===== src/rtl/hnoc_port_arbiter.sv =====
// HNoC output-port arbiter: destination-range filter, round-robin with burst hold,
// one-entry registered output stage. Define HNOC_ARB_STATS_EN to add grant/stall counters.
module hnoc_port_arbiter #(
  parameter int unsigned DataWidth = 32,
  parameter int unsigned NumReq    = 4,
  parameter int unsigned AddrWidth = 4,
  parameter int unsigned DestMin   = 0,
  parameter int unsigned DestMax   = 15,
  parameter int unsigned MaxBurst  = 4
) (
  input  logic                        i_clk,
  input  logic                        i_reset,
  input  logic [NumReq*DataWidth-1:0] i_req_data,
  input  logic [NumReq-1:0]           i_req_data_valid,
  output logic [NumReq-1:0]           o_req_data_ready,
  output logic [DataWidth-1:0]        o_data,
  output logic                        o_data_valid,
  input  logic                        i_data_ready,
  output logic [NumReq-1:0]           o_grant
`ifdef HNOC_ARB_STATS_EN
  ,
  output logic [NumReq*16-1:0]        o_grant_count,
  output logic [15:0]                 o_stall_count
`endif
);

  localparam int unsigned PtrW   = (NumReq > 1) ? $clog2(NumReq) : 1;
  localparam int unsigned BurstW = 4;

  localparam logic [AddrWidth:0]  DestMinW = (AddrWidth+1)'(DestMin);
  localparam logic [AddrWidth:0]  DestMaxW = (AddrWidth+1)'(DestMax);
  localparam logic [AddrWidth:0]  AddrOne  = (AddrWidth+1)'(1);
  localparam logic [BurstW-1:0]   BurstLim = BurstW'(MaxBurst);
  localparam logic [BurstW-1:0]   BurstOne = BurstW'(1);
  localparam logic [PtrW-1:0]     PtrOne   = PtrW'(1);

  typedef enum logic {
    ST_EMPTY = 1'b0,
    ST_FULL  = 1'b1
  } state_e;

  state_e               state_q, state_d;
  logic [DataWidth-1:0] data_q,  data_d;
  logic [NumReq-1:0]    grant_q, grant_d;
  logic [PtrW-1:0]      ptr_q,   ptr_d;
  logic [PtrW-1:0]      last_q,  last_d;
  logic [BurstW-1:0]    burst_q, burst_d;

  logic [NumReq-1:0]    eligible;
  logic [NumReq-1:0]    ready;
  logic [AddrWidth:0]   dest_x;
  logic [PtrW-1:0]      sel;
  logic                 found;
  int unsigned          idx;
  logic                 ld;

`ifdef HNOC_ARB_STATS_EN
  logic [15:0] gcnt_q [NumReq];
  logic [15:0] gcnt_d [NumReq];
  logic [15:0] stall_q, stall_d;
`endif

  // Lower bound tested as dest+1 > DestMin so DestMin=0 is not a constant compare.
  always_comb begin
    eligible = '0;
    dest_x   = '0;
    for (int unsigned k = 0; k < NumReq; k++) begin
      dest_x      = {1'b0, i_req_data[k*DataWidth + (DataWidth-AddrWidth) +: AddrWidth]};
      eligible[k] = i_req_data_valid[k] &&
                    ((dest_x + AddrOne) > DestMinW) &&
                    (dest_x <= DestMaxW);
    end
  end

  // Burst hold on the previous winner first, else rotate from the pointer; a sole
  // eligible requester is always found by the rotating search.
  always_comb begin
    sel   = '0;
    found = 1'b0;
    idx   = 0;
    if (eligible[last_q] && (burst_q < BurstLim)) begin
      sel   = last_q;
      found = 1'b1;
    end
    for (int unsigned i = 0; i < NumReq; i++) begin
      idx = (32'(ptr_q) + i) % NumReq;
      if (!found && eligible[idx]) begin
        sel   = PtrW'(idx);
        found = 1'b1;
      end
    end
  end

  always_comb begin
    ld    = i_reset && (|eligible) && ((state_q == ST_EMPTY) || i_data_ready);
    ready = '0;
    if (ld) begin
      ready[sel] = 1'b1;
    end
  end

  always_comb begin
    state_d = state_q;
    data_d  = data_q;
    grant_d = grant_q;
    ptr_d   = ptr_q;
    last_d  = last_q;
    burst_d = burst_q;
    if (ld) begin
      state_d = ST_FULL;
      data_d  = i_req_data[32'(sel)*DataWidth +: DataWidth];
      grant_d = ready;
      ptr_d   = (32'(sel) == NumReq - 1) ? '0 : sel + PtrOne;
      last_d  = sel;
      if (sel != last_q) begin
        burst_d = BurstOne;
      end else if (burst_q != '1) begin
        burst_d = burst_q + BurstOne;
      end
    end else if ((state_q == ST_FULL) && i_data_ready) begin
      state_d = ST_EMPTY;
      grant_d = '0;
    end
  end

`ifdef HNOC_ARB_STATS_EN
  always_comb begin
    for (int unsigned k = 0; k < NumReq; k++) begin
      gcnt_d[k] = gcnt_q[k];
      if (ld && (32'(sel) == k) && (gcnt_q[k] != 16'hFFFF)) begin
        gcnt_d[k] = gcnt_q[k] + 16'd1;
      end
    end
    stall_d = stall_q;
    if ((state_q == ST_FULL) && !i_data_ready && (stall_q != 16'hFFFF)) begin
      stall_d = stall_q + 16'd1;
    end
  end
`endif

  always_ff @(posedge i_clk) begin
    if (!i_reset) begin
      state_q <= ST_EMPTY;
      data_q  <= '0;
      grant_q <= '0;
      ptr_q   <= '0;
      last_q  <= '0;
      burst_q <= '0;
`ifdef HNOC_ARB_STATS_EN
      for (int unsigned k = 0; k < NumReq; k++) begin
        gcnt_q[k] <= '0;
      end
      stall_q <= '0;
`endif
    end else begin
      state_q <= state_d;
      data_q  <= data_d;
      grant_q <= grant_d;
      ptr_q   <= ptr_d;
      last_q  <= last_d;
      burst_q <= burst_d;
`ifdef HNOC_ARB_STATS_EN
      for (int unsigned k = 0; k < NumReq; k++) begin
        gcnt_q[k] <= gcnt_d[k];
      end
      stall_q <= stall_d;
`endif
    end
  end

  assign o_req_data_ready = ready;
  assign o_data           = data_q;
  assign o_data_valid     = (state_q == ST_FULL);
  assign o_grant          = grant_q;

`ifdef HNOC_ARB_STATS_EN
  always_comb begin
    o_grant_count = '0;
    for (int unsigned k = 0; k < NumReq; k++) begin
      o_grant_count[k*16 +: 16] = gcnt_q[k];
    end
  end
  assign o_stall_count = stall_q;
`endif

endmodule


===== config.mk =====
export PLATFORM = sky130hd
export DESIGN_NAME = hnoc_port_arbiter
export DESIGN_NICKNAME = d
export VERILOG_FILES = /design/src/rtl/hnoc_port_arbiter.sv
export SDC_FILE = /design/constraint.sdc
export NUM_CORES = 1
export LEC_CHECK = 0
export ABC_CLOCK_PERIOD_IN_PS = 4460
export BUFFER_PORTS_ARGS = -buffer_cell sky130_fd_sc_hd__buf_2
export CAP_MARGIN = 20
export CORE_ASPECT_RATIO = 1.5
export CORE_MARGIN = 1.5
export CORE_UTILIZATION = 45
export CTS_BUF_LIST = sky130_fd_sc_hd__clkbuf_16
export CTS_CLUSTER_SIZE = 28
export DETAILED_ROUTE_END_ITERATION = 8
export HOLD_SLACK_MARGIN = 0.12
export PLACE_DENSITY = 0.82
export SYNTH_ARGS = -nofsm -noshare
export SYNTH_HDL_FRONTEND = slang
export SYNTH_SLANG_ARGS = --single-unit

===== constraint.sdc =====
create_clock -name i_clk -period 4.46 [get_ports i_clk]
set_input_delay 0.892 -clock i_clk [delete_from_list [all_inputs] [get_ports i_clk]]
set_output_delay 0.892 -clock i_clk [all_outputs]
set_load 0.01 [all_outputs]

==> impl_metrics.yaml, run 1 <==
yosys:
  syn_nets: 501
  synth_cell_types: 48
  seq_area_frac_synth_pct: 29.7
  yosys_register_bits: 45
  netlist_area_mm2: 0.00303
  syn_inst: 361
  synth_edf_count: 0
  ys.flop_type: "dfxtp_1"
  ys_warn_count: 0
  async_flop_share_pct: 0
  avgSynthCellArea_um2: 8.40
pwr:
  power_density_mw_per_mm2: 368
  p_int_uw: 957
  combPwrFrac_pct: 41.4
  max-vdd-ir-drop_uv: 200
  power.share.clock_pct: 23.4
  switching_share_pct: 35.4
  net-switching-power_uw: 525
  seq_power_share_pct: 35.2
  p_leak_uw: 0.00203
setup_path:
  endpoint_kind: "output port"
  worstSetupPathType: "input port to output port"
  worstSetupStartpointType: "input port"
  required_ns: 3.57
  cp.arrival_ns: 2.80
  critical_path.max_fanout: 17
grt:
  grt_pass1_wl_um: 14800
  antenna_found_initial: 0
  grt_overflow: 0
  grt_max_degree: 33
  grt_pass1_vias: 3210
  track_usage_pct: 24.6
drt:
  wl_per_cell_um: 15.5
  wl_um: 9230
  ant_nets: 0
  drt_iter0_markers: 161
  num_vias: 3337
  vias_per_cell: 5.61
  drcViolationCount: 0
  firstDrtPassIters: 4
run_status:
  status: "finished clean"
sta:
  achievable-frequency_ghz: 0.271
  finalCritPeriodShare_pct: 82.8
  rsz0062_at_grt: "no"
  fin_tns_setup_ns: 0
  drv_slew: 0
  post-route-min-period_ns: 3.69
  finalHoldViolCount: 0
  setup_viol: 0
  fin_skew_ns: 0.00647
  tightest_slew_ns: 0.791
  max_slew_margin_pct: 46.6
cells_and_area:
  final_cells: 595
  nets: 659
  final_common_cell: "buf_2"
  fillCellCount: 595
  layout-drive-gt1-share_pct: 38.9
  layout_common_cells: "buf_2, dfxtp_1, nand2_1, nand3_1, mux2i_1"
  num_antenna_cells: 0
  area_growth_pct: 32.6
placement:
  dp_hpwl_um: 6770
  placedCellCount: 586
  gp_congestion: 0.879
  io_buffers: 175
floorplan:
  core_mm2: 0.00649
  ios: 176
  die_area_mm2: 0.00725
  die_w_um: 70.0
  die_h_um: 104
  start_util_pct: 46.8
  rows: 36
clock_network:
  clockRootBuffer: "clkbuf_16"
  cts_tree: "yes"
  cts.sinks: 45
  ctsHoldBuffers: 0
  ctsResizeCount: 0
  h-tree-depth: 2
  clkSlewWorstSetupHoldPaths_ns: 0.06
  cts_buffers: 5
  clock_latency_ns: 0.28
  cts_buffer_depth: 2
  cts_setup_buffers: 0
job:
  maxCapViolations: 0
min_path:
  min-delay-path-class: "register to register"
[per-layer routing]
layer | GRT usage, % | vias up | wire length, um | part of all wire [%]
met5 | 0 | - | 0 | 0
met4 | 8.65 | 0 | 223 | 2.4
met3 | 3.21 | 18 | 608 | 6.6
met2 | 46.3 | 156 | 4930 | 53
met1 | 27.6 | 1533 | 3470 | 38
li1 | - | 1630 | - | -
[synthesized netlist by cell type (all sizes together), types with 2 or more instances]
library cell   n  area [um^2]
nor2b          7         43.8
and3           4         25.0
o21ai         35          175
nor2           6         38.8
a21oi          6         30.0
nand3         36          180
nor3           2         10.0
clkbuf         9         33.8
dfxtp         45          901
nand2b         4         25.0
or2            2         15.0
a22oi          4         30.0
a21o          32          240
nand2         42          158
nor4           4         40.0
inv            5         18.8
ha             5         62.6
o211ai        33          258
buf           24          195
or3            2         12.5
mux2i         37          387
and2           2         12.5
[sequential cells by signal, summed over array words and instances, names as in the netlist]
| name | count |
|---|---|
| o_data | 32 |
| burst_q | 4 |
| o_grant | 4 |
| last_q | 2 |
| ptr_q | 2 |
| o_data_valid | 1 |
[power groups by stage]
stage | sequential, uW | clock, uW | combinational, uW
floorplan | 553 | 0 | 393
global placement | 526 | 0 | 581
detailed placement | 528 | 0 | 598
CTS | 520 | 358 | 600
global route | 531 | 371 | 672
finish | 521 | 347 | 614
[cells by family (layout without fill, tap and decap cells)]
kind of cell | after synthesis | after routing | share of synthesized area (%)
compound gates | 119 | 119 | 27.1
simple gates | 116 | 116 | 19.8
flops | 45 | 45 | 29.7
mux | 38 | 38 | 13.1
buf+inv | 38 | 196 | 8.17
fa+ha+maj | 5 | 5 | 2.06
[worst paths after layout]
check	endpoint	slack, ns	startpoint	cells after the start
max	o_req_data_ready[3]	0.77	i_req_data_valid[2]	9
min	o_data[14]	0.47	o_data[14]	2
max reg2reg	o_data[25]	1.89	last_q[0]	7
min reg2reg	o_data[14]	0.47	o_data[14]	2
[metrics by stage]
step	power [uW]	instance area [um^2]	utilization [%]	hold WS (ns)	setup slack, ns
detailed placement	1130	3830	59.0	0.464	0.771
global placement	1110	3830	59.0	0.452	0.859
floorplan	946	3030	-	0.452	1.34
CTS	1480	3970	61.1	0.479	0.766
global route	1570	4020	62.0	0.510	0.659
finish	1480	4020	62.0	0.475	0.769
[worst max-delay path, stage by stage]
cell,delay (ns)
buf_2,0.14
mux2i_2,0.23
o22ai_2,0.17
and2_1,0.25
nor2_8,0.32
inv_1,0.22
ha_1,0.26
and3_1,0.18
buf_2,0.13
[cell type report]
cell class / instances / area, um^2 / share of cell area (%)
inverters: 5 / 18.8 / 0.467
well taps: 76 / 95.1 / 2.36
clock buffers: 5 / 125 / 3.11
clock inverters: 2 / 11.3 / 0.280
repair buffers: 184 / 983 / 24.5
multi-input cells: 278 / 1890 / 46.9
flip-flops and latches: 45 / 901 / 22.4
No activity file was read; power rests on OpenSTA's default activity.
==> run 2: changes to the inputs <==
Settings changed: ABC_CLOCK_PERIOD_IN_PS 4460 to 3200, CORE_UTILIZATION 45 to 40, PLACE_DENSITY 0.82 to 0.77.
Clock period 4.46 ns to 3.2 ns, I/O delays scaled along.
==> impl_metrics.yaml, run 2 (synthesized netlist as in run 1, its figures left out) <==
setup_path:
  worstSetupStartpointType: "register"
  worstSetupPathType: "register to output port"
  endpoint_kind: "output port"
  required_ns: 2.56
  reg2reg_from: "last_q[1]"
  reg2reg_to: "o_data[24]"
  critical_path.max_fanout: 6
  reg2reg_depth: 7
  cp.arrival_ns: 2.38
  r2r_slack_ns: 0.98
cells_and_area:
  area_growth_pct: 34.7
  largest_register_ffs: 32
  postLayoutCoreUtil_pct: 56.2
  num_antenna_cells: 0
  final_common_cell: "buf_2"
  fillCellCount: 705
  layout_common_cells: "buf_2, dfxtp_1, nand2_1, nand3_1, mux2i_1"
  seqCellArea_um2: 902
  final_cells: 626
  nets: 665
  multi_input_area_mm2: 0.00189
  layout-drive-gt1-share_pct: 39.9
clock_network:
  cts_buffer_depth: 2
  cts_tree: "yes"
  cts.sinks: 45
  clkSlewWorstSetupHoldPaths_ns: 0.06
  ctsResizeCount: 0
  cts_setup_buffers: 0
  clock_latency_ns: 0.28
  clockRootBuffer: "clkbuf_16"
  cts_buffers: 5
  h-tree-depth: 2
  ctsHoldBuffers: 0
drt:
  wl_per_cell_um: 15.4
  num_vias: 3390
  wl_um: 9630
  firstDrtPassIters: 4
  ant_nets: 0
  drt_iter0_markers: 196
  vias_per_cell: 5.42
  drcViolationCount: 0
placement:
  dp_hpwl_um: 7300
  placedCellCount: 618
  gp_congestion: 0.804
  io_buffers: 175
sta:
  finalHoldViolCount: 0
  fin_skew_ns: 0.00601
  max_slew_margin_pct: 45.2
  drv_slew: 0
  fin_tns_setup_ns: 0
  tightest_slew_ns: 0.822
  setup_viol: 0
  rsz0062_at_grt: "no"
  achievable-frequency_ghz: 0.331
  post-route-min-period_ns: 3.02
  finalCritPeriodShare_pct: 94.3
grt:
  grt_max_degree: 33
  grt_pass1_wl_um: 14600
  grt_pass1_vias: 3185
  track_usage_pct: 23.0
  antenna_found_initial: 0
  grt_overflow: 0
floorplan:
  start_util_pct: 41.7
  core_mm2: 0.00727
  die_h_um: 110
  rows: 38
  die_area_mm2: 0.00812
  die_w_um: 74.1
  ios: 176
pwr:
  p_leak_uw: 0.00206
  power_density_mw_per_mm2: 529
  max-vdd-ir-drop_uv: 361
min_path:
  min-delay-path-class: "register to register"
  whs_path_depth: 2
  min_to: "o_data[18]"
  min_from: "o_data[18]"
run_status:
  status: "finished clean"
job:
  maxCapViolations: 0
## run 2: worst max-delay path by stage
| stage | end | slack (ns) | depth (start not counted) | start |
|---|---|---|---|---|
| after CTS | o_req_data_ready[1] | 0.13 | 8 | last_q[0] |
| after floorplan | o_req_data_ready[0] | 0.58 | 7 | i_req_data_valid[3] |
| final | o_req_data_ready[1] | 0.18 | 8 | last_q[1] |
| after detailed placement | o_req_data_ready[1] | 0.30 | 9 | i_req_data_valid[2] |
| after global placement | o_req_data_ready[1] | 0.35 | 9 | i_req_data_valid[2] |
| after global routing | o_req_data_ready[3] | 0.04 | 8 | last_q[1] |
## run 2: metal layers
metal,up-vias,wire (um),global-route usage [%]
li1,1645,-,-
met1,1598,3680,25.0
met2,132,5200,42.8
met3,15,563,3.94
met4,0,189,8.86
met5,-,0,0
## run 2: cell type report
type                    count  area share (%)
clock buffers               5            3.06
clock inverters             3           0.919
inverters                   5           0.459
multi-input cells         278            46.2
flip-flops and latches     45            22.1
well taps                 100            3.06
repair buffers            190            24.2
## run 2: through the flow
step                      cell area [um^2]  total power, uW  worst slack (ns)  hold WS, ns
after floorplan                       3030             1320             0.584        0.452
after global placement                3920             1580             0.354        0.454
after detailed placement              3920             1600             0.297        0.463
after CTS                             4080             2180             0.135        0.479
after global routing                  4090             2290            0.0410        0.497
final                                 4090             2160             0.181        0.475
## run 2: critical path: stages, from the launching register on
cell     delay (ns)
dfxtp_1        0.39
or3b_4         0.42
o22ai_2        0.26
and2_2         0.26
nor2_8         0.05
inv_1          0.22
ha_1           0.21
and3_1         0.15
buf_2          0.13
## run 2: where the power goes
part | switching [uW] | total (uW) | internal [uW]
sequential | 60.1 | 725 | 665
combinational | 475 | 862 | 387
clock | 212 | 575 | 363
total | 747 | 2160 | 1410
==> run 3: changes to the inputs <==
Settings changed: RECOVER_POWER set to 50.
==> impl_metrics.yaml, run 3 (synthesized netlist as in run 1, its figures left out) <==
run_status:
  status: "finished clean"
cells_and_area:
  nets: 665
  layout_common_cells: "buf_2, dfxtp_1, nand2_1, clkbuf_1, nand3_1"
  fin_area_mm2: 0.00403
  layout-drive-gt1-share_pct: 32.5
  seqCellArea_um2: 902
  final_common_cell: "buf_2"
  final_cells: 626
  largest_register_ffs: 32
  num_antenna_cells: 0
  multi_input_area_mm2: 0.00189
  area_growth_pct: 33.0
  fillCellCount: 721
placement:
  placedCellCount: 618
  place_area_mm2: 0.00392
  io_buffers: 175
  gp_congestion: 0.804
  dp_hpwl_um: 7300
floorplan:
  die_h_um: 110
  die_w_um: 74.1
  core_mm2: 0.00727
  ios: 176
  die_area_mm2: 0.00812
  rows: 38
  start_util_pct: 41.7
sta:
  setup_viol: 0
  drv_slew: 0
  max_slew_margin_pct: 44.4
  fin_skew_ns: 0.00677
  achievable-frequency_ghz: 0.332
  rsz0062_at_grt: "no"
  whs_ns: 0.476
  tightest_slew_ns: 0.834
  finalCritPeriodShare_pct: 94.2
  post-route-min-period_ns: 3.02
  finalHoldViolCount: 0
  fin_tns_setup_ns: 0
drt:
  firstDrtPassIters: 4
  wl_per_cell_um: 15.6
  num_vias: 3375
  wl_um: 9750
  vias_per_cell: 5.39
  drt_iter0_markers: 191
  ant_nets: 0
  drcViolationCount: 0
grt:
  grt_overflow: 0
  grt_pass1_wl_um: 14600
  grt_pass1_vias: 3185
  grt_max_degree: 33
  antenna_found_initial: 0
  track_usage_pct: 23.0
min_path:
  min-delay-path-class: "register to register"
setup_path:
  worstPathCellList: "or3b_4 > o22ai_2 > and2_2 > nor2_8 > inv_1 > ha_1 > and3_1 > buf_2"
  critical_path.max_fanout: 6
  cp.arrival_ns: 2.38
  worstSetupStartpointType: "register"
  worstSetupPathType: "register to output port"
  slowest_delay_ns: 0.42
  crit_slowest_cell: "or3b_4"
  endpoint_kind: "output port"
  required_ns: 2.56
clock_network:
  clkSlewWorstSetupHoldPaths_ns: 0.06
  cts_buffers: 5
  clock_latency_ns: 0.28
  cts_setup_buffers: 0
  clockRootBuffer: "clkbuf_16"
  cts_tree: "yes"
  h-tree-depth: 2
  cts_buffer_depth: 2
  cts.sinks: 45
pwr:
  power_density_mw_per_mm2: 531
  p_leak_uw: 0.00191
  max-vdd-ir-drop_uv: 356
job:
  maxCapViolations: 0
[run 3: cell types whose count changed in the layout (fill, tap and decap cells not counted)]
cell / delta
buf_2: -38
buf_4: -1
clkbuf_1: +39
[run 3: per-stage QoR]
step                      util [%]  total power (uW)  setup slack, ns
after floorplan                  -              1320            0.584
after global placement        53.9              1580            0.354
after detailed placement      53.9              1600            0.297
after CTS                     56.1              2180            0.135
after global routing          55.5              2270           0.0409
final                         55.5              2140            0.185
[run 3: final timing paths]
path | from | endpoint | slack (ns) | depth (start not counted)
max reg2reg | last_q[1] | o_data[24] | 0.98 | 7
min reg2reg | o_data[18] | o_data[18] | 0.48 | 2
min | o_data[18] | o_data[18] | 0.48 | 2
max | last_q[1] | o_req_data_ready[1] | 0.18 | 8
[run 3: final cells by class]
| cell class | instances | area share (%) |
|---|---|---|
| clock buffers | 5 | 3.10 |
| multi-input cells | 278 | 46.8 |
| clock inverters | 3 | 0.931 |
| flip-flops and latches | 45 | 22.4 |
| repair buffers | 190 | 23.2 |
| inverters | 5 | 0.465 |
| well taps | 100 | 3.10 |
[run 3: critical path, delay by kind of cell (launching register included)]
family,cells,cell delay [ns]
AOI/OAI and AO/OA,1,0.26
DFF,1,0.39
buffers and inverters,2,0.35
and+or+nand+nor,4,0.88
adders and majority gates,1,0.21
[run 3: layer usage]
layer | GRT usage (%) | wire (um)
met1 | 25.0 | 3830
met2 | 42.8 | 5210
met3 | 3.94 | 526
met4 | 8.86 | 182
met5 | 0 | 0
[run 3: timing repair]
action	CTS	global route
setup endpoints to repair	0	2
resized for setup	0	2
hold buffers	0	0
[run 3: power breakdown]
group	internal, uW	switching, uW
Clock	363	211
Combinational	362	477
Sequential	665	62.8
Total	1390	751
